`src/rtl/counter_op_sched_pkg.sv`:
```
// Shared opcode constants, FSM state encoding and repeat-field width for the
// counter operation scheduler.
package counter_op_sched_pkg;

  localparam logic [1:0] OP_LOAD = 2'b00;
  localparam logic [1:0] OP_INC  = 2'b01;
  localparam logic [1:0] OP_SHL  = 2'b10;
  localparam logic [1:0] OP_SHR  = 2'b11;

  localparam int REP_W = 3;

  typedef enum logic [1:0] {
    ST_IDLE  = 2'd0,
    ST_ISSUE = 2'd1,
    ST_FIN   = 2'd2
  } state_t;

endpackage

```
`src/rtl/counter_op_sched_rr_arbiter.sv`:
```
// Combinational round-robin pick: first requester at or above ptr, wrapping mod N.
module rr_arbiter #(
  parameter int N  = 4,
  parameter int PW = 2
) (
  input  logic [N-1:0]  req,
  input  logic [PW-1:0] ptr,
  output logic [N-1:0]  win_oh,
  output logic [PW-1:0] win_idx,
  output logic          win_vld
);

  logic [PW-1:0] idx;

  always_comb begin
    win_oh  = '0;
    win_idx = '0;
    win_vld = 1'b0;
    idx     = '0;
    for (int unsigned i = 0; i < N; i++) begin
      idx = PW'((32'(ptr) + i) % N);
      if (!win_vld && req[idx]) begin
        win_vld     = 1'b1;
        win_oh[idx] = 1'b1;
        win_idx     = idx;
      end
    end
  end

endmodule

```
`src/rtl/counter_op_sched.sv`:
```
// Round-robin scheduler sharing one 4-bit load/inc/shift counter among N
// requesters; issues the granted operation REP+1 times (LOAD once).
module counter_op_sched
  import counter_op_sched_pkg::*;
#(
  parameter int N  = 4,
  parameter int PW = 2
) (
  input  logic                 C,
  input  logic                 RST,
  input  logic [N-1:0]         REQ,
  input  logic [2*N-1:0]       OP,
  input  logic [4*N-1:0]       DIN,
  input  logic [REP_W*N-1:0]   REP,
  input  logic [3:0]           Q,
  output logic [N-1:0]         GNT,
  output logic [N-1:0]         DONE,
  output logic                 OVF,
  output logic                 BUSY,
  output logic [3:0]           D,
  output logic                 L,
  output logic                 INC,
  output logic                 SHL,
  output logic                 SHR
);

  logic [1:0]       op_arr  [N];
  logic [3:0]       din_arr [N];
  logic [REP_W-1:0] rep_arr [N];

  for (genvar g = 0; g < N; g++) begin : g_unpack
    assign op_arr[g]  = OP[2*g +: 2];
    assign din_arr[g] = DIN[4*g +: 4];
    assign rep_arr[g] = REP[REP_W*g +: REP_W];
  end

  state_t           state;
  logic [PW-1:0]    ptr;
  logic [REP_W-1:0] cnt;
  logic [N-1:0]     win_q;
  logic             ovf_acc;

  logic [N-1:0]     win_oh;
  logic [PW-1:0]    win_idx;
  logic             win_vld;
  logic [1:0]       win_op;
  logic [PW-1:0]    ptr_nxt;
  logic             ovf_hit;

  rr_arbiter #(.N(N), .PW(PW)) u_arb (
    .req     (REQ),
    .ptr     (ptr),
    .win_oh  (win_oh),
    .win_idx (win_idx),
    .win_vld (win_vld)
  );

  assign win_op  = op_arr[win_idx];
  assign ptr_nxt = (win_idx == PW'(N - 1)) ? '0 : win_idx + 1'b1;
  assign ovf_hit = INC && (Q == 4'hF);

  // The control-line registers double as the latched opcode and D as the
  // latched data, so L alone marks a LOAD while issuing.
  always_ff @(posedge C) begin
    if (RST) begin
      state   <= ST_IDLE;
      ptr     <= '0;
      cnt     <= '0;
      win_q   <= '0;
      ovf_acc <= 1'b0;
      GNT     <= '0;
      DONE    <= '0;
      OVF     <= 1'b0;
      BUSY    <= 1'b0;
      D       <= '0;
      L       <= 1'b0;
      INC     <= 1'b0;
      SHL     <= 1'b0;
      SHR     <= 1'b0;
    end else begin
      GNT  <= '0;
      DONE <= '0;
      OVF  <= 1'b0;
      case (state)
        ST_IDLE: begin
          if (win_vld) begin
            state <= ST_ISSUE;
            BUSY  <= 1'b1;
            GNT   <= win_oh;
            win_q <= win_oh;
            ptr   <= ptr_nxt;
            cnt   <= rep_arr[win_idx];
            D     <= din_arr[win_idx];
            L     <= (win_op == OP_LOAD);
            INC   <= (win_op == OP_INC);
            SHL   <= (win_op == OP_SHL);
            SHR   <= (win_op == OP_SHR);
          end
        end
        ST_ISSUE: begin
          if (L || cnt == '0) begin
            // Accumulator is folded into OVF and cleared on entry to FIN.
            state   <= ST_FIN;
            DONE    <= win_q;
            OVF     <= ovf_acc | ovf_hit;
            ovf_acc <= 1'b0;
            D       <= '0;
            L       <= 1'b0;
            INC     <= 1'b0;
            SHL     <= 1'b0;
            SHR     <= 1'b0;
          end else begin
            cnt     <= cnt - 1'b1;
            ovf_acc <= ovf_acc | ovf_hit;
          end
        end
        ST_FIN: begin
          state <= ST_IDLE;
          BUSY  <= 1'b0;
        end
        default: begin
          state <= ST_IDLE;
          BUSY  <= 1'b0;
        end
      endcase
    end
  end

endmodule

```
`config.mk`:
```
export PLATFORM = sky130hd
export DESIGN_NAME = counter_op_sched
export DESIGN_NICKNAME = d
export VERILOG_FILES = /design/src/rtl/counter_op_sched_pkg.sv /design/src/rtl/counter_op_sched_rr_arbiter.sv /design/src/rtl/counter_op_sched.sv
export SDC_FILE = /design/constraint.sdc
export NUM_CORES = 1
export LEC_CHECK = 0
export ABC_AREA = 1
export CORE_UTILIZATION = 40
export DETAILED_ROUTE_END_ITERATION = 8
export PLACE_DENSITY = 0.74
export SLEW_MARGIN = 20
export SYNTH_ARGS = -nofsm -noshare
export SYNTH_HDL_FRONTEND = slang
export SYNTH_SLANG_ARGS = --single-unit
export TNS_END_PERCENT = 20
```
`constraint.sdc`:
```
create_clock -name C -period 2.2 [get_ports C]
set_clock_uncertainty 0.1 [all_clocks]
set_input_delay 0.33 -clock C [delete_from_list [all_inputs] [get_ports C]]
set_output_delay 0.33 -clock C [all_outputs]
set_load 0.1 [all_outputs]
```
==> results of run 1 <==
==> per-layer routing <==
| metal | vias to the layer above | global-route usage | wire length (µm) |
|---|---|---|---|
| met4 | 0 | 0.09586 | 131 |
| met3 | 13 | 0.04360 | 299 |
| li1 | 1097 | - | - |
| met5 | - | 0 | 0 |
| met2 | 82 | 0.3564 | 2499 |
| met1 | 974 | 0.2597 | 2224 |
==> logic make-up (layout without fill, tap and decap cells) <==
family | Yosys count | count (layout) | synth area share
xor+xnor | 1 | 1 | 0.004514
flops | 30 | 30 | 0.3095
buf+inv | 44 | 134 | 0.1019
simple gates | 174 | 174 | 0.4455
fa+ha+maj | 10 | 10 | 0.06447
compound gates | 27 | 27 | 0.07415
==> registers in the layout, summed over array words and instances, names as in the netlist, 2 cells and up <==
name / count
win_q: 4
state: 2
GNT: 4
ptr: 2
DONE: 4
D: 4
cnt: 3
==> repair_timing <==
action	CTS	global route
endpoints found under the setup margin	0	20
gates resized for setup	0	17
hold endpoints to repair	0	0
setup buffers	0	1
hold buffers	0	0
==> worst max-delay path: cells and delay by family (launching register included) <==
family | cells | cell delay [ns]
AOI/OAI and AO/OA | 1 | 0.13
and+or+nand+nor | 9 | 0.87
DFF | 1 | 0.34
adders and majority gates | 1 | 0.25
buffers and inverters | 3 | 0.29
==> path summary, 6_finish.rpt <==
path,slack (ns),end
min reg2reg,0.34,DONE[2]
min,0.34,DONE[2]
max reg2reg,0.13,SHR
max,0.13,SHR
==> power by group <==
group | total [mW] | leakage [nW] | internal, mW | switching (mW)
Combinational | 3.63 | 1.17 | 1.35 | 2.28
Sequential | 0.773 | 0.246 | 0.704 | 0.0689
Clock | 0.696 | 0.0714 | 0.483 | 0.214
Total | 5.10 | 1.49 | 2.53 | 2.56
==> layout by cell type, fill, tap and decap left out, drive strengths merged <==
| master | Yosys | routed |
|---|---|---|
| dlymetal6s2s | 0 | 2 |
| bufinv | 0 | 2 |
| nor3 | 2 | 2 |
| dfxtp | 30 | 30 |
| and3 | 1 | 1 |
| clkinv | 1 | 1 |
| nand3b | 2 | 2 |
| o21ai | 15 | 15 |
| nor2 | 25 | 25 |
| nand3 | 51 | 51 |
| nand2 | 88 | 88 |
| buf | 5 | 43 |
| a21oi | 8 | 8 |
| clkdlybuf4s50 | 0 | 43 |
| nand4 | 5 | 5 |
| o31ai | 1 | 1 |
| ha | 10 | 10 |
| xnor2 | 1 | 1 |
| a31oi | 1 | 1 |
| clkbuf | 1 | 6 |
| inv | 37 | 37 |
| a22oi | 2 | 2 |
==> area by class of cell <==
type,count,area share
clock buffers,6,0.02774
flip-flops and latches,30,0.2026
inverters,38,0.04876
well taps,52,0.02186
repair buffers,88,0.2711
multi-input cells,212,0.4077
clock inverters,2,0.02018
==> per-stage QoR <==
step	worst slack (ns)	std cells
after CTS	0.03098	427
after floorplan	0.07550	286
after global placement	-0.1065	419
after detailed placement	-0.1372	419
final	0.1314	428
after global routing	-0.009712	428
==> results.json, run 1 <==
{
  "status": "finished clean",
  "die_y_um": 71.65,
  "syn_avg_cell_area_um2": 6.785,
  "yosysTopAreaCellShare": 0.3095,
  "async_flop_share": 0,
  "dp_hpwl_um": 4025,
  "coreArea_um2": 4504,
  "crit_arrival_ns": 2.18,
  "clock-sinks": 30,
  "yosys-top-cells-count": "nand2_1, nand3_1, inv_1",
  "stdcell_area_um2": 2977,
  "yosysMostFrequentCell": "nand2_1",
  "synth_edf_count": 0,
  "synth-seq-cells": 30,
  "relSlewSlack": 0.7198,
  "fmax_mhz": 483.4,
  "portBuffers": 63,
  "critPathMaxFanout": 5,
  "peakVddDrop_mv": 1.052,
  "hold_slack_ns": 0.3421,
  "post-route-util": 0.6608,
  "worstHoldStart": "win_q[2]",
  "grt_usage": 0.2117,
  "clk_latency_ns": 0.29,
  "tightestPinTransition_ns": 0.4191,
  "totalWireLength_um": 5156,
  "start_kind": "flip-flop",
  "synth_area_leader_cell": "dfxtp_1",
  "max-cap-violations": 0,
  "cts_max_level": 2,
  "initial_utilization": 0.4308,
  "yosysSeqAreaShare": 0.3095,
  "dpl_cell_area_um2": 2746,
  "synthFlopType": "dfxtp_1",
  "wl_per_cell_um": 12.05,
  "cp-end-kind": "flip-flop",
  "r2r_cells": 14,
  "routabilityCongestion": 0.8812,
  "period_minus_slack_ns": 2.069,
  "multi_input_area_um2": 1214,
  "via_per_inst": 5.061,
  "cp.required_ns": 2.31,
  "clk_path_buf_depth": 2,
  "whs_path_depth": 2,
  "cpMaxStageDelayCell": "dfxtp_2",
  "hold_viol": 0,
  "drive_gt1_frac": 0.2394,
  "crit_chain": "inv_2, ha_4, inv_2, nand3_2, nand2_4, nor2_4, nor2_1, nand2_2, buf_4, nand3_1, nand3_1, nand2_2, nand3_1, a21oi_2",
  "cpPeakStageDelay_ns": 0.34,
  "hp-class": "reg -> reg",
  "grt_max_degree": 15,
  "nets": 431,
  "synth_cell_types": 30,
  "drc_errors": 0,
  "io-pin-count": 64,
  "drt-initial-drc-count": 105,
  "synthesis.area_um2": 1941,
  "finalCritPeriodShare": 0.9403,
  "first_pass_iters": 4,
  "drv_slew": 0,
  "cts_buffers": 5,
  "fillCellCount": 394,
  "setup_tns_ns": 0,
  "vias": 2166,
  "grt_pass1_vias": 1989,
  "p_total_mw": 5.095,
  "crit_type": "reg -> reg",
  "p_leak_nw": 1.490,
  "syn_nets": 342,
  "area.growth.synth_to_final_pct": 53.38,
  "row_count": 24,
  "timing.rr.start": "ptr[0]",
  "synthCells": 286,
  "ys_top_cells_by_area": "dfxtp_1, nand2_1, nand3_1",
  "startpoint": "ptr[0]",
  "die_w_um": 71.65,
  "regArea_um2": 603.1,
  "grt_overflow": 0,
  "finalSetupViolations": 0,
  "power_density_nw_per_um2": 1712,
  "ys_warn_count": 0,
  "die-area_um2": 5134,
  "clk_pin_slew_ns": 0.06,
  "cts_tree": "built",
  "root_buffer": "clkbuf_8",
  "ant_nets": 0,
  "grt_pass1_wl_um": 8576,
  "antenna_found_initial": 0,
  "path_common_cell": "nand3_1",
  "antenna_cells": 0
}
Note: power is estimated with default switching activity, not from simulation.
==> run 2, diff against run 1 <==
--- a/config.mk
+++ b/config.mk
@@ -6,6 +6,7 @@
 export NUM_CORES = 1
 export LEC_CHECK = 0
 export ABC_AREA = 1
+export CORE_MARGIN = 3
 export CORE_UTILIZATION = 40
 export DETAILED_ROUTE_END_ITERATION = 8
 export PLACE_DENSITY = 0.74
==> run 2 against run 1 <==
Critical path type is now in -> reg. Worst setup slack gained 0.039 ns. Cell area shrank 3.4%. Highest routed layer unchanged. Sequential power is essentially flat. Global-route usage shrank 2.6 points. Largest cell class unchanged. Combinational power shrank 4%. Core utilization shrank 2.3 points. Cell count grew 0.70%.
==> results.json, run 2 (same netlist as run 1, synthesis figures left out) <==
{
  "final_common_cell": "nand2_1",
  "cts_buffers": 5,
  "drt-initial-drc-count": 64,
  "portBuffers": 63,
  "critical_path_buf_inv_count": 5,
  "nets": 435,
  "cp.required_ns": 2.26,
  "grt_overflow": 0,
  "dp.cells": 424,
  "row_count": 24,
  "dpl_cell_area_um2": 2771,
  "cts_tree": "built",
  "hold_buffers": 0,
  "p_leak_nw": 1.435,
  "fmax_mhz": 492.7,
  "totalWireLength_um": 4979,
  "finalCritPeriodShare": 0.9225,
  "crit_type": "in -> reg",
  "io-pin-count": 64,
  "tightestPinTransition_ns": 0.4008,
  "critPathMaxFanout": 6,
  "antenna_found_initial": 0,
  "routabilityCongestion": 0.8901,
  "vias": 2079,
  "relSlewSlack": 0.7320,
  "power_density_nw_per_um2": 1621,
  "drc_errors": 0,
  "crit_chain": "clkdlybuf4s50_1, inv_1, nand2_1, nand3_2, nand2_4, inv_4, nand2_4, nor2_8, nand2_1, inv_1, nor2_4, buf_4, nand3_1, nand3_1, a21oi_1",
  "ant_nets": 0,
  "die_w_um": 75.65,
  "start_kind": "input pin",
  "initial_utilization": 0.4308,
  "grt_setup_unrepaired": "false",
  "area.growth.synth_to_final_pct": 48.10,
  "stdcell_area_um2": 2874,
  "clock-sinks": 30,
  "final_cells": 431,
  "via_per_inst": 4.824,
  "hold_viol": 0,
  "hp-class": "reg -> reg",
  "root_buffer": "clkbuf_8",
  "grt_pass1_vias": 1916,
  "final_cell_mix": "nand2_1, buf_4, clkdlybuf4s50_1",
  "coreArea_um2": 4504,
  "cpPeakStageDelay_ns": 0.52,
  "peakVddDrop_mv": 0.8057,
  "cts_max_level": 2,
  "grt_usage": 0.1852,
  "dp_hpwl_um": 4099,
  "drv_slew": 0,
  "reg2reg_slack_ns": 0.18,
  "hold_slack_ns": 0.3469,
  "first_pass_iters": 5,
  "finalSetupViolations": 0,
  "clk_pin_slew_ns": 0.06,
  "die_y_um": 75.65,
  "max-cap-violations": 0,
  "drive_gt1_frac": 0.2269,
  "cp_top_family": "buffers and inverters",
  "cpMaxStageDelayCell": "clkdlybuf4s50_1",
  "clk_path_buf_depth": 2,
  "grt_max_degree": 15,
  "p_total_mw": 4.660,
  "antenna_cells": 0,
  "grt_pass1_wl_um": 8183,
  "wl_per_cell_um": 11.55,
  "period_minus_slack_ns": 2.030,
  "crit_arrival_ns": 2.09,
  "clk_latency_ns": 0.27,
  "die-area_um2": 5723,
  "status": "finished clean",
  "fillCellCount": 428,
  "cp-end-kind": "flip-flop"
}
-- run 2: worst min-delay path: cells and delay by family, from the launching register on --
kind,cells,cell delay [ns]
flip-flops,1,0.30
buffers and inverters,1,0.06
AND/OR/NAND/NOR,1,0.04
-- run 2: stage by stage --
step / setup TNS (ns) / worst slack, ns / utilization
floorplan: 0 / 0.07550 / -
global placement: -0.6029 / -0.1055 / 0.6153
detailed placement: -1.227 / -0.1331 / 0.6153
CTS: 0 / 0.01350 / 0.6322
global route: 0 / 0.003034 / 0.6381
finish: 0 / 0.1705 / 0.6381
-- run 2: timing repair --
action / CTS / global route
setup buffers: 0 / 0
resized for setup: 0 / 5
setup endpoints to repair: 0 / 13
-- run 2: where the power goes --
group / internal (mW) / switching [mW]
clock network: 0.217 / 0.180
registers: 0.705 / 0.0688
logic: 1.30 / 2.18
-- run 2: metal layers --
metal  up-vias  track usage  part of all wire  wire length [µm]
li1       1113            -                 -                 -
met1       879       0.2213              0.45              2218
met2        78       0.3241              0.47              2357
met3         9      0.05541             0.069               342
met4         0      0.04660             0.012                60
met5         -            0                 0                 0
-- run 2: worst paths after layout --
check | start | end | cells past startpoint
worst max register to register | ptr[0] | L | 14
worst min register to register | win_q[2] | DONE[2] | 2
worst max-delay path | REQ[0] | cnt[2] | 15
worst min-delay path | win_q[2] | DONE[2] | 2
-- run 2: layout make-up --
class / count / area [µm²] / share of cell area
well taps: 52 / 65.06 / 0.02264
inverters: 38 / 145.1 / 0.05050
clock buffers: 7 / 76.32 / 0.02656
multi-input cells: 212 / 1169 / 0.4066
repair buffers: 92 / 815.8 / 0.2838
flip-flops and latches: 30 / 603.1 / 0.2098
